### src/rtl/vm_pkg.sv
// vm_pkg: state codes shared with the mode controller, coin values and the payment FSM states.
package vm_pkg;
   localparam logic [3:0] S_OFF     = 4'b0000;
   localparam logic [3:0] S_INQUIRE = 4'b0001;
   localparam logic [3:0] S_PAYMENT = 4'b0010;
   localparam logic [9:0] COIN_1    = 10'd1;
   localparam logic [9:0] COIN_5    = 10'd5;
   localparam logic [9:0] COIN_10   = 10'd10;
   localparam logic [9:0] PAID_MAX  = 10'd1023;
   typedef enum logic [1:0] {IDLE, COLLECT, DONE, REFUND} pay_st_e;
endpackage

### src/rtl/payment_ctrl_if.sv
// payment_ctrl_if: mode-controller <-> payment controller signal bundle.
interface payment_ctrl_if;
   logic [3:0] state;
   logic [9:0] price;
   logic       coin_1;
   logic       coin_5;
   logic       coin_10;
   logic [9:0] paid;
   logic [9:0] change;
   logic       finish;
   logic       pay_ok;
   modport master (output state, price, coin_1, coin_5, coin_10, input paid, change, finish, pay_ok);
   modport slave  (input state, price, coin_1, coin_5, coin_10, output paid, change, finish, pay_ok);
endinterface

### src/rtl/payment_ctrl_coin_edge.sv
// coin_edge: rising-edge detector for one coin slot level; a held level yields a single pulse.
module coin_edge (
   input  logic clk,
   input  logic rst_n,
   input  logic lvl_i,
   output logic edge_o
);
   logic prev_q;
   always_ff @(posedge clk or negedge rst_n)
      if (!rst_n) prev_q <= 1'b0;
      else        prev_q <= lvl_i;
   assign edge_o = lvl_i & ~prev_q;
endmodule

### src/rtl/payment_ctrl.sv
// payment_ctrl: coin accumulation, completion/timeout/abort FSM and one-cycle finish pulse.
module payment_ctrl
   import vm_pkg::*;
#(
   parameter int unsigned TIMEOUT = 500_000_000
) (
   input logic           clk,
   input logic           rst_n,
   payment_ctrl_if.slave bus
);
   localparam int TW = (TIMEOUT > 2) ? $clog2(TIMEOUT) : 1;
   pay_st_e        st_q, st_d;
   logic [9:0]     paid_q, paid_d, change_q, change_d, price_q, price_d;
   logic [TW-1:0]  timer_q, timer_d;
   logic           ok_q, ok_d, note_q, note_d, fin_q, fin_d;
   logic           e1, e5, e10, any_edge;
   logic [10:0]    sum;
   coin_edge u_c1  (.clk(clk), .rst_n(rst_n), .lvl_i(bus.coin_1),  .edge_o(e1));
   coin_edge u_c5  (.clk(clk), .rst_n(rst_n), .lvl_i(bus.coin_5),  .edge_o(e5));
   coin_edge u_c10 (.clk(clk), .rst_n(rst_n), .lvl_i(bus.coin_10), .edge_o(e10));
   assign any_edge = e1 | e5 | e10;
   assign sum = {1'b0, paid_q} + (e1 ? 11'(COIN_1) : 11'd0) + (e5 ? 11'(COIN_5) : 11'd0)
              + (e10 ? 11'(COIN_10) : 11'd0);
   // finish lags the DONE/REFUND transition by one edge; note_q marks the non-abort exits
   always_comb begin
      st_d     = st_q;
      paid_d   = paid_q;
      change_d = change_q;
      price_d  = price_q;
      timer_d  = timer_q;
      ok_d     = ok_q;
      note_d   = 1'b0;
      fin_d    = note_q && (st_q == DONE || st_q == REFUND);
      case (st_q)
         IDLE: if (bus.state == S_PAYMENT) begin
            st_d    = COLLECT;
            price_d = bus.price;
            timer_d = '0;
         end
         COLLECT: if (bus.state != S_PAYMENT) begin
            st_d     = REFUND;
            change_d = paid_q;
         end else if (paid_q >= price_q) begin
            st_d     = DONE;
            ok_d     = 1'b1;
            change_d = paid_q - price_q;
            note_d   = 1'b1;
         end else if (timer_q == TW'(TIMEOUT - 1) && !any_edge) begin
            st_d     = REFUND;
            change_d = paid_q;
            note_d   = 1'b1;
         end else begin
            paid_d  = (sum > 11'(PAID_MAX)) ? PAID_MAX : sum[9:0];
            timer_d = any_edge ? '0 : timer_q + TW'(1);
         end
         default: if (bus.state == S_INQUIRE || bus.state == S_OFF) begin
            st_d     = IDLE;
            paid_d   = '0;
            change_d = '0;
            ok_d     = 1'b0;
         end
      endcase
   end
   always_ff @(posedge clk or negedge rst_n)
      if (!rst_n) begin
         st_q     <= IDLE;
         paid_q   <= '0;
         change_q <= '0;
         price_q  <= '0;
         timer_q  <= '0;
         ok_q     <= 1'b0;
         note_q   <= 1'b0;
         fin_q    <= 1'b0;
      end else begin
         st_q     <= st_d;
         paid_q   <= paid_d;
         change_q <= change_d;
         price_q  <= price_d;
         timer_q  <= timer_d;
         ok_q     <= ok_d;
         note_q   <= note_d;
         fin_q    <= fin_d;
      end
   assign bus.paid   = paid_q;
   assign bus.change = change_q;
   assign bus.pay_ok = ok_q;
   assign bus.finish = fin_q;
endmodule
### src/flat_wrapper.sv
// flat-port wrapper written by rule: the top's interface ports become plain ports
module payment_ctrl_flat import vm_pkg::*;
#(
   parameter int unsigned TIMEOUT = 500_000_000
)
  (clk, rst_n, bus_state, bus_price, bus_coin_1, bus_coin_5, bus_coin_10, bus_paid, bus_change, bus_finish, bus_pay_ok);
  payment_ctrl_if bus_i ();
  input logic clk;
  input logic rst_n;
  input wire logic [$bits(bus_i.state)-1:0] bus_state;
  input wire logic [$bits(bus_i.price)-1:0] bus_price;
  input wire logic [$bits(bus_i.coin_1)-1:0] bus_coin_1;
  input wire logic [$bits(bus_i.coin_5)-1:0] bus_coin_5;
  input wire logic [$bits(bus_i.coin_10)-1:0] bus_coin_10;
  output wire logic [$bits(bus_i.paid)-1:0] bus_paid;
  output wire logic [$bits(bus_i.change)-1:0] bus_change;
  output wire logic [$bits(bus_i.finish)-1:0] bus_finish;
  output wire logic [$bits(bus_i.pay_ok)-1:0] bus_pay_ok;
  assign bus_i.state = bus_state;
  assign bus_i.price = bus_price;
  assign bus_i.coin_1 = bus_coin_1;
  assign bus_i.coin_5 = bus_coin_5;
  assign bus_i.coin_10 = bus_coin_10;
  assign bus_paid = bus_i.paid;
  assign bus_change = bus_i.change;
  assign bus_finish = bus_i.finish;
  assign bus_pay_ok = bus_i.pay_ok;
  payment_ctrl #(.TIMEOUT(TIMEOUT)) u_core (.clk(clk), .rst_n(rst_n), .bus(bus_i));
endmodule
### config.mk
export PLATFORM = sky130hd
export DESIGN_NAME = payment_ctrl_flat
export DESIGN_NICKNAME = d
export VERILOG_FILES = /design/src/rtl/vm_pkg.sv /design/src/rtl/payment_ctrl_if.sv /design/src/rtl/payment_ctrl_coin_edge.sv /design/src/rtl/payment_ctrl.sv /design/src/flat_wrapper.sv
export SDC_FILE = /design/constraint.sdc
export NUM_CORES = 1
export LEC_CHECK = 0
export ABC_AREA = 1
export BUFFER_PORTS_ARGS = -buffer_cell sky130_fd_sc_hd__buf_2
export CAP_MARGIN = 5
export CELL_PAD_IN_SITES_DETAIL_PLACEMENT = 1
export CELL_PAD_IN_SITES_GLOBAL_PLACEMENT = 1
export CORE_MARGIN = 10
export CORE_UTILIZATION = 39
export CTS_BUF_LIST = sky130_fd_sc_hd__clkbuf_16
export DETAILED_ROUTE_END_ITERATION = 6
export GPL_ROUTABILITY_DRIVEN = 0
export PLACE_DENSITY_LB_ADDON = 0.15
export SLEW_MARGIN = 20
export SYNTH_ARGS = -nofsm -noshare
export SYNTH_HDL_FRONTEND = slang
export SYNTH_SLANG_ARGS = --single-unit
### constraint.sdc
create_clock -name clk -period 2 [get_ports clk]
set_clock_uncertainty 0.05 [all_clocks]
set_input_delay 0.2 -clock clk [delete_from_list [all_inputs] [get_ports clk]]
set_output_delay 0.2 -clock clk [all_outputs]
set_load 0.01 [all_outputs]
==> flow_summary.toml, run 1 <==
[run_status]
status = "finished, violations left"
violations = "setup timing"

[layout]
antenna_cells = 0
final_cell_mix = "215 x nand2_1, 74 x inv_1, 71 x buf_4"
syn_to_final_growth_pct = 45.77
final_common_cell = "nand2_1"
layout-drive-gt1-share_pct = 35.71
final_nets = 874
final_cell_area_mm2 = 0.006922
fillCellCount = 1469

[die]
die_height_um = 130.3
rows = 40
io_pins = 41
die_w_um = 130.3
dieArea_mm2 = 0.01699
fp.coreArea_mm2 = 0.01196
initial_core_util_pct = 39.70

[grt]
grt_use_total_pct = 21.54
grt_pass1_wl_mm = 28.63
overflow = 0
grt_max_degree = 35
antenna_found_initial = 0
grt_pass1_vias = 5667

[drt]
vias = 5305
drtPass1Iterations = 4
detail_route.wl_per_cell_um = 19.50
drt_iter0_markers = 328
ant_nets = 0
via_per_inst = 5.359
drc_errors = 0
drt-total-wl_mm = 19.30

[logic_synthesis]
synthesis.nets = 738
synth-seq-cells = 67
ys_seq_area_share_pct = 35.31
synth.avg_cell_area_um2 = 6.764
syn_area_mm2 = 0.004748
syn_inst = 702
ys_types = 37
ys.warnings.count = 0

[worst_setup_path]
start_kind = "register"
critPathBufInv = 4
path_cells = "inv_2, ha_4, inv_2, fa_2, nand3_2, nand3_2, nor2_4, nand2_2, nand2_4, nand2_8, buf_12, buf_16, nand2_2, o21ai_2"
worstPathMaxFanout = 8
cpPeakStageDelay_ns = 0.40
r2r-start = "u_core.bus.paid[0]$_DFFE_PN0P_"
path_delay_family = "simple AND/OR/NAND/NOR gates"
r2r_end = "u_core.timer_q[1]$_DFFE_PN0P_"
cp.required_ns = 2.18
reg2reg_slack_ns = -0.23
r2r_cells = 14
end_kind = "register"
cp.arrival_ns = 2.42
crit_slowest_cell = "dfrtp_1"
critical_path_class = "reg -> reg"

[timing]
fin_setup_tns_ns = -8.108
fin_ws_ns = -0.2309
timing.fmax_mhz = 448.2
setup_viol = 52
hold_viol_final = 0
timing.hold.ws_ns = 0.04568
rsz0062_at_grt = "yes"
fin_crit_ns = 2.231
fin_crit_sh_pct = 111.5
worstMarginPinSlew_ns = 0.5618
relSlewSlack_pct = 62.41
finalMaxSlewViolations = 0

[cts]
cts_buffer_depth = 2
clk_transition_reported_paths_ns = 0.06
cts_buffers = 9
htree_levels = 3
cts_sinks = 67
cts_root_buf = "clkbuf_16"
cts_tree = "built"
clk_latency_ns = 0.35

[min_path]
hp-start = "bus_price[0]"
whs_endpoint = "u_core.price_q[0]$_DFFE_PN0P_"
hold_path.class = "in -> reg"
hold_depth = 2

[placement]
port_buffers = 40
placed_area_mm2 = 0.005679
dp_hpwl_mm = 12.29

[power]
max-vdd-ir-drop_mv = 0.4523
power.density_mw_per_mm2 = 780.0
p_leak_nw = 3.445

[run]
maxCapViolations = 0
## routing by layer
layer  global-route usage [%]  up-vias  share of wire, %
li1                         -     2501                 -
met1                    24.22     2660                40
met2                    40.11      104                54
met3                    3.124       40               2.9
met4                    8.044        0               3.3
met5                        0        -                 0
## cell type report
cell class / count / area (um2) / area share (%)
repair buffers: 135 / 1187 / 17.15
inverters: 91 / 354.1 / 5.116
clock buffers: 9 / 225.2 / 3.254
multi-input cells: 534 / 3209 / 46.37
clock inverters: 7 / 83.83 / 1.211
flip-flops and latches: 67 / 1678 / 24.24
well taps: 147 / 183.9 / 2.657
## cells in the mapped netlist, drive strengths merged
library cell / number / share of area (%)
xor2: 8 / 1.5
a21oi: 15 / 1.6
dfrtp: 67 / 35
ha: 15 / 4.0
mux2: 1 / 0.24
xnor2: 3 / 0.55
nand3: 54 / 6.0
o21bai: 2 / 0.32
nand2: 275 / 23
nor3: 11 / 1.2
nand4: 17 / 2.2
or2: 5 / 0.66
nand3b: 3 / 0.47
clkbuf: 2 / 0.16
or3: 1 / 0.13
fa: 2 / 0.84
o211ai: 1 / 0.16
buf: 8 / 1.7
o21ai: 44 / 6.1
inv: 91 / 7.2
o22ai: 1 / 0.13
nor2: 73 / 6.2
a21o: 2 / 0.32
a31oi: 1 / 0.13
## per-stage QoR
step                utilization, %  cells  power [W]  worst slack (ns)
floorplan                        -    702   0.002359           -0.1271
global placement             47.48    942   0.003009           -0.1620
detailed placement           47.48    942   0.003073           -0.2277
CTS                          54.87    977   0.005026           -0.1346
global route                 57.87    990   0.005662           -0.3535
finish                       57.87    990   0.005399           -0.2309
## sequential cells by signal, summed over array words and instances, names as in the netlist
| signal | cells |
|---|---|
| u_core.bus.change | 10 |
| u_core.bus.pay_ok | 1 |
| u_core.note_q | 1 |
| u_core.u_c5.prev_q | 1 |
| u_core.u_c1.prev_q | 1 |
| u_core.bus.finish | 1 |
| u_core.st_q | 2 |
| u_core.timer_q | 29 |
| u_core.u_c10.prev_q | 1 |
| u_core.price_q | 10 |
| u_core.bus.paid | 10 |
## logic make-up after synthesis
family | synth area share, %
AO/OA/AOI/OAI | 8.775
XOR/XNOR | 2.029
adder cells (fa/ha/maj) | 4.796
buffers and inverters | 9.091
flip-flops | 35.31
multiplexers | 0.2371
AND/OR/NAND/NOR | 39.76
## report_power, final
part           total (W)  switching, W  leakage, nW  internal (W)
combinational    0.00208       0.00115         2.41      0.000934
clock            0.00171      0.000637        0.152       0.00108
sequential       0.00161      0.000106        0.885       0.00150
total            0.00540       0.00189         3.44       0.00351
## worst max-delay path by stage
stage	from	to	slack, ns	depth (start not counted)
floorplan	u_core.bus.paid[0]$_DFFE_PN0P_	u_core.timer_q[12]$_DFFE_PN0P_	-0.13	14
global placement	u_core.bus.paid[0]$_DFFE_PN0P_	u_core.bus.change[6]$_DFFE_PN0P_	-0.16	14
detailed placement	u_core.bus.paid[0]$_DFFE_PN0P_	u_core.bus.paid[0]$_DFFE_PN0P_	-0.23	12
CTS	u_core.u_c5.prev_q$_DFF_PN0_	u_core.bus.paid[6]$_DFFE_PN0P_	-0.13	15
global route	u_core.u_c5.prev_q$_DFF_PN0_	u_core.bus.paid[8]$_DFFE_PN0P_	-0.35	15
finish	u_core.bus.paid[0]$_DFFE_PN0P_	u_core.timer_q[1]$_DFFE_PN0P_	-0.23	14
## worst register-to-register path, delay by kind of cell (launching register included)
family	cells	cell delay, ns
and+or+nand+nor	7	0.63
buffers and inverters	4	0.49
AOI/OAI and AO/OA	1	0.04
adders and majority gates	2	0.51
DFF	1	0.40
## repair_timing
action                                  CTS  global route
endpoints found under the hold margin    35             0
gates resized for setup                  76            66
buffers inserted                         10            11
pin swaps                                29            27
hold buffers                              3             0
endpoints found under the setup margin   51            52
cloned                                    6             3
(Power assumes the default switching activity.)
==> run 2: changes to the inputs <==
==> constraint.sdc (replaced) <==
create_clock -name clk -period 2 [get_ports clk]
set_clock_uncertainty 0.05 [all_clocks]
set_input_delay 0.1 -clock clk [delete_from_list [all_inputs] [get_ports clk]]
set_output_delay 0.1 -clock clk [all_outputs]
set_load 0.01 [all_outputs]
==> run 2 against run 1 <==
Against the previous run:
- the flow still finishes with violations (setup timing)
- maximum frequency shrank 4.4%
- non-clock buffer count grew 10
- critical endpoint is now u_core.bus.change[0]$_DFFE_PN0P_
- sequential power is essentially flat
- worst hold slack gained 0.048 ns
- count of clock-buffer cells in the layout is the same
==> flow_summary.toml, run 2 (same netlist as run 1, synthesis figures left out) <==
[drt]
drt-total-wl_mm = 21.10
vias = 5531
wl_met3_um = 841
route.met2.wl_mm = 11.06
drc_errors = 0
top_layer_used = "met4"
drtPass1Iterations = 5
wl_met1_mm = 8.020
ant_nets = 0
detail_route.wl_per_cell_um = 21.02
via_per_inst = 5.509
drt_iter0_markers = 413

[cts]
cts_tree = "built"
clk_transition_reported_paths_ns = 0.06
cts_buffer_depth = 2
clk_latency_ns = 0.35
cts_buffers = 9
htree_levels = 3
cts_root_buf = "clkbuf_16"
cts_sinks = 67

[worst_setup_path]
start_kind = "register"
end_kind = "register"
worstPathMaxFanout = 5
critical_path_class = "reg -> reg"
r2r_cells = 14
r2r_end = "u_core.bus.change[0]$_DFFE_PN0P_"
r2r-start = "u_core.bus.paid[0]$_DFFE_PN0P_"
reg2reg_slack_ns = -0.33
cp.required_ns = 2.24
cp.arrival_ns = 2.58

[min_path]
hold_path.class = "in -> reg"
whs_endpoint = "u_core.note_q$_DFF_PN0_"
hold_depth = 4
hp-start = "bus_state[0]"

[grt]
grt_pass1_vias = 5736
grt_pass1_wl_mm = 29.19
grt_use_total_pct = 21.95
grt_max_degree = 68
antenna_found_initial = 0
overflow = 0

[layout]
syn_to_final_growth_pct = 51.46
fillCellCount = 1461
antenna_cells = 0
layout-drive-gt1-share_pct = 37.11
final_common_cell = "nand2_1"
top_register = "u_core.timer_q"
largest_register_ffs = 29
final_cell_area_mm2 = 0.007192
finalCoreUtilization_pct = 60.13
final_cell_mix = "197 x nand2_1, 76 x inv_1, 67 x buf_4"
final_nets = 888

[timing]
rsz0062_at_grt = "yes"
setup_viol = 53
relSlewSlack_pct = 22.68
finalMaxSlewViolations = 0
fin_setup_tns_ns = -13.87
worstMarginPinSlew_ns = 1.148
hold_viol_final = 0
fin_crit_sh_pct = 116.7
fin_crit_ns = 2.334
timing.fmax_mhz = 428.4
fin_ws_ns = -0.3344

[die]
die_height_um = 130.3
fp.coreArea_mm2 = 0.01196
io_pins = 41
dieArea_mm2 = 0.01699
rows = 40
die_w_um = 130.3
initial_core_util_pct = 39.70

[power]
p_total_w = 0.005530
p_leak_nw = 3.548
max-vdd-ir-drop_mv = 0.5363
power.density_mw_per_mm2 = 769.0

[placement]
placed_area_mm2 = 0.005687
dp_hpwl_mm = 12.01
pre_cts_slack_ns = -0.2237
port_buffers = 40

[run]
maxCapViolations = 0

[run_status]
status = "finished, violations left"
violations = "setup timing"
-- run 2: worst max path at each step --
| stage | from | endpoint | slack (ns) | cells after the start |
|---|---|---|---|---|
| after global routing | u_core.bus.paid[0]$_DFFE_PN0P_ | u_core.bus.change[0]$_DFFE_PN0P_ | -0.39 | 14 |
| final | u_core.bus.paid[0]$_DFFE_PN0P_ | u_core.bus.change[0]$_DFFE_PN0P_ | -0.33 | 14 |
| after detailed placement | u_core.bus.paid[0]$_DFFE_PN0P_ | u_core.bus.paid[0]$_DFFE_PN0P_ | -0.22 | 12 |
| after floorplan | u_core.bus.paid[0]$_DFFE_PN0P_ | u_core.timer_q[12]$_DFFE_PN0P_ | -0.13 | 14 |
| after global placement | u_core.bus.paid[0]$_DFFE_PN0P_ | u_core.bus.change[6]$_DFFE_PN0P_ | -0.16 | 14 |
| after CTS | u_core.u_c5.prev_q$_DFF_PN0_ | u_core.bus.paid[6]$_DFFE_PN0P_ | -0.17 | 15 |
-- run 2: per-layer routing --
metal / global-route usage, % / up-vias
met5: 0 / -
met4: 10.14 / 0
met3: 3.245 / 81
met2: 41.21 / 163
met1: 23.62 / 2763
li1: - / 2524
-- run 2: report_power, final --
group	switching [W]	leakage, nW	internal (W)
sequential	0.000112	0.885	0.00150
combinational	0.00126	2.51	0.000917
clock	0.000670	0.152	0.00108
total	0.00204	3.55	0.00349
-- run 2: layout make-up --
class                   count  area [um2]  area share (%)
clock buffers               9       225.2           3.132
clock inverters             7       83.83           1.166
inverters                  91       354.1           4.923
repair inverters            1       6.256         0.08699
repair buffers            145        1282           17.83
well taps                 147       183.9           2.557
flip-flops and latches     67        1678           23.33
multi-input cells         537        3378           46.97
-- run 2: worst max-delay path, stage by stage, from the launching register on --
cell and delay (ns):
dfrtp_1 0.40, inv_2 0.09, ha_4 0.15, inv_4 0.04
fa_2 0.39, nand3_2 0.12, buf_4 0.12, buf_6 0.08
nand4_1 0.17, nand2_4 0.18, buf_12 0.12, nand2_1 0.11
o21ai_2 0.10, nand2_1 0.09, nand2_1 0.06
-- run 2: repair_timing --
action,4_1_cts,5_1_grt
hold buffers,14,0
setup endpoints to repair,51,52
pin swaps,26,43
buffers inserted,10,12
resized for setup,78,101
cloned,5,7
hold endpoints to repair,80,0
-- run 2: stage by stage --
| stage | std cells | hold slack, ns |
|---|---|---|
| after CTS | 986 | 0.09688 |
| after global placement | 943 | 0.1737 |
| after detailed placement | 943 | 0.1866 |
| after floorplan | 702 | -0.2456 |
| final | 1004 | 0.09320 |
| after global routing | 1004 | 0.1145 |
==> run 3: changes to the inputs <==
--- a/config.mk
+++ b/config.mk
@@ -8,10 +8,10 @@
 export ABC_AREA = 1
 export BUFFER_PORTS_ARGS = -buffer_cell sky130_fd_sc_hd__buf_2
 export CAP_MARGIN = 5
-export CELL_PAD_IN_SITES_DETAIL_PLACEMENT = 1
-export CELL_PAD_IN_SITES_GLOBAL_PLACEMENT = 1
+export CELL_PAD_IN_SITES_DETAIL_PLACEMENT = 0
+export CELL_PAD_IN_SITES_GLOBAL_PLACEMENT = 2
 export CORE_MARGIN = 10
-export CORE_UTILIZATION = 39
+export CORE_UTILIZATION = 31
 export CTS_BUF_LIST = sky130_fd_sc_hd__clkbuf_16
 export DETAILED_ROUTE_END_ITERATION = 6
 export GPL_ROUTABILITY_DRIVEN = 0
==> run 3 against run 2 <==
Against the previous run:
- non-clock buffer count decreased by 1
- the flow still finishes with violations (setup timing)
- largest cell class unchanged
- global-route usage decreased by 6.0 points
- setup slack improved by 0.18 ns
- first-iteration DRC count decreased by 44%
- total power decreased by 11%
- combinational power decreased by 19%
- die area increased by 22%
- critical path depth unchanged
- highest routed layer unchanged
- worst hold slack improved by 0.013 ns
- register-to-register slack improved by 0.18 ns
- maximum frequency increased by 8.5%
- sequential cell count unchanged
==> flow_summary.toml, run 3 (same netlist as run 1, synthesis figures left out) <==
[run_status]
status = "finished, violations left"
violations = "setup timing"

[timing]
fin_setup_tns_ns = -4.378
timing.fmax_mhz = 464.9
fin_ws_ns = -0.1508
timing.hold.ws_ns = 0.1061
rsz0062_at_grt = "yes"
finalMaxSlewViolations = 0
fin_crit_sh_pct = 107.5
fin_crit_ns = 2.151
hold_viol_final = 0
worstMarginPinSlew_ns = 0.8698
setup_viol = 49
relSlewSlack_pct = 41.80

[min_path]
hold_path.class = "in -> reg"

[worst_setup_path]
start_kind = "register"
crit_slowest_cell = "dfrtp_1"
cp.required_ns = 2.22
cpMostUsedCell = "inv_2"
path_cells = "inv_2, nand2_4, ha_4, ha_4, o21bai_4, inv_2, fa_2, inv_2, nand4_1, nand2_2, nand2_4, nand2_1, nand2_1, nand2_2"
path_delay_family = "adder cells"
end_kind = "register"
critPathBufInv = 3
critical_path_class = "reg -> reg"
cp.arrival_ns = 2.37
cpPeakStageDelay_ns = 0.37
worstPathMaxFanout = 7

[layout]
final_nets = 885
regArea_mm2 = 0.001677
syn_to_final_growth_pct = 44.56
multi_input_area_mm2 = 0.003138
largest_register_ffs = 29
final_cell_mix = "223 x nand2_1, 77 x buf_4, 74 x inv_1"
fin_cells = 1041
fillCellCount = 1566
antenna_cells = 0
layout-drive-gt1-share_pct = 32.47
final_common_cell = "nand2_1"
top_register = "u_core.timer_q"

[die]
die_height_um = 143.8
fp.coreArea_mm2 = 0.01509
rows = 45
io_pins = 41
die_w_um = 143.8
initial_core_util_pct = 31.47
dieArea_mm2 = 0.02067

[cts]
clk_latency_ns = 0.34
cts_buffer_depth = 2
cts_root_buf = "clkbuf_16"
cts_buffers = 9
clk_transition_reported_paths_ns = 0.06
cts_tree = "built"
cts_sinks = 67
htree_levels = 3

[drt]
drt-total-wl_mm = 15.95
drc_errors = 0
drt_iter0_markers = 232
detail_route.wl_per_cell_um = 15.32
vias = 4954
via_per_inst = 4.759
drtPass1Iterations = 4
ant_nets = 0

[power]
p_leak_nw = 3.429
max-vdd-ir-drop_mv = 0.5053
power.density_mw_per_mm2 = 716.5

[grt]
grt_use_total_pct = 15.98
grt_max_degree = 35
grt_util_met2_pct = 29.19
grt_pass1_wl_mm = 26.02
antenna_found_initial = 0
overflow = 0
use_met3_pct = 2.838
use_met1_pct = 18.71
grt_most_used_layer = "met2"
grt_pass1_vias = 4994

[placement]
dp_hpwl_mm = 11.76
port_buffers = 40
dp.cells = 988

[run]
maxCapViolations = 0
## run 3: changes by cell type in the layout (fill, tap and decap cells not counted), moves of 5 or more
cell,change
inv_2,+6
o21ai_1,+7
buf_4,+10
o21ai_2,-8
nand2_2,-19
buf_6,-7
nand2_8,-5
nand2_1,+26
## run 3: worst paths after layout
path	startpoint	to	slack (ns)	cells after the start
min in group asynchronous	rst_n	u_core.timer_q[5]$_DFFE_PN0P_	0.22	2
max in group asynchronous	rst_n	u_core.price_q[9]$_DFFE_PN0P_	1.09	3
worst min-delay path	bus_state[0]	u_core.note_q$_DFF_PN0_	0.11	4
worst max-delay path	u_core.u_c5.prev_q$_DFF_PN0_	u_core.bus.paid[4]$_DFFE_PN0P_	-0.15	14
worst max register to register	u_core.u_c5.prev_q$_DFF_PN0_	u_core.bus.paid[4]$_DFFE_PN0P_	-0.15	14
worst min register to register	u_core.note_q$_DFF_PN0_	u_core.bus.finish$_DFF_PN0_	0.39	2
## run 3: what timing repair did
| action | in CTS | in global routing |
|---|---|---|
| hold buffers | 14 | 0 |
| setup endpoints to repair | 51 | 49 |
| pin swaps | 25 | 16 |
| buffers inserted | 12 | 5 |
| endpoints found under the hold margin | 46 | 0 |
| cloned | 6 | 2 |
| resized for setup | 81 | 31 |
## run 3: tightest hold or removal path, cell delays in order
cell	delay, ns
buf_2	0.08
nor2_1	0.03
nand2_1	0.17
nor2_1	0.07
## run 3: power breakdown
group | switching, W | internal (W)
Combinational | 0.000927 | 0.000834
Clock | 0.000623 | 0.000941
Sequential | 0.0000932 | 0.00150
Total | 0.00164 | 0.00328
## run 3: per-layer routing
layer	vias to the layer above	wire, um
met2	71	8414
met3	17	370
met4	0	265
li1	2530	-
met5	-	0
met1	2336	6896
## run 3: cell type report
class	count	share of cell area, %
inverters	91	5.013
repair buffers	144	17.39
clock buffers	9	3.281
flip-flops and latches	67	24.43
well taps	188	3.427
clock inverters	6	0.7474
multi-input cells	536	45.72
## run 3: stage by stage
| step | setup WS (ns) | total power, W | cell area, um2 | utilization, % |
|---|---|---|---|---|
| 6_report | -0.1508 | 0.004918 | 6864 | 45.49 |
| 5_1_grt | -0.2963 | 0.005229 | 6864 | 45.49 |
| 4_1_cts | -0.1260 | 0.004940 | 6706 | 44.44 |
| 3_5_place_dp | -0.2373 | 0.003077 | 5756 | 38.14 |
| 3_3_place_gp | -0.2334 | 0.003075 | 5756 | 38.14 |
| 2_1_floorplan | -0.1271 | 0.002359 | 4853 | - |
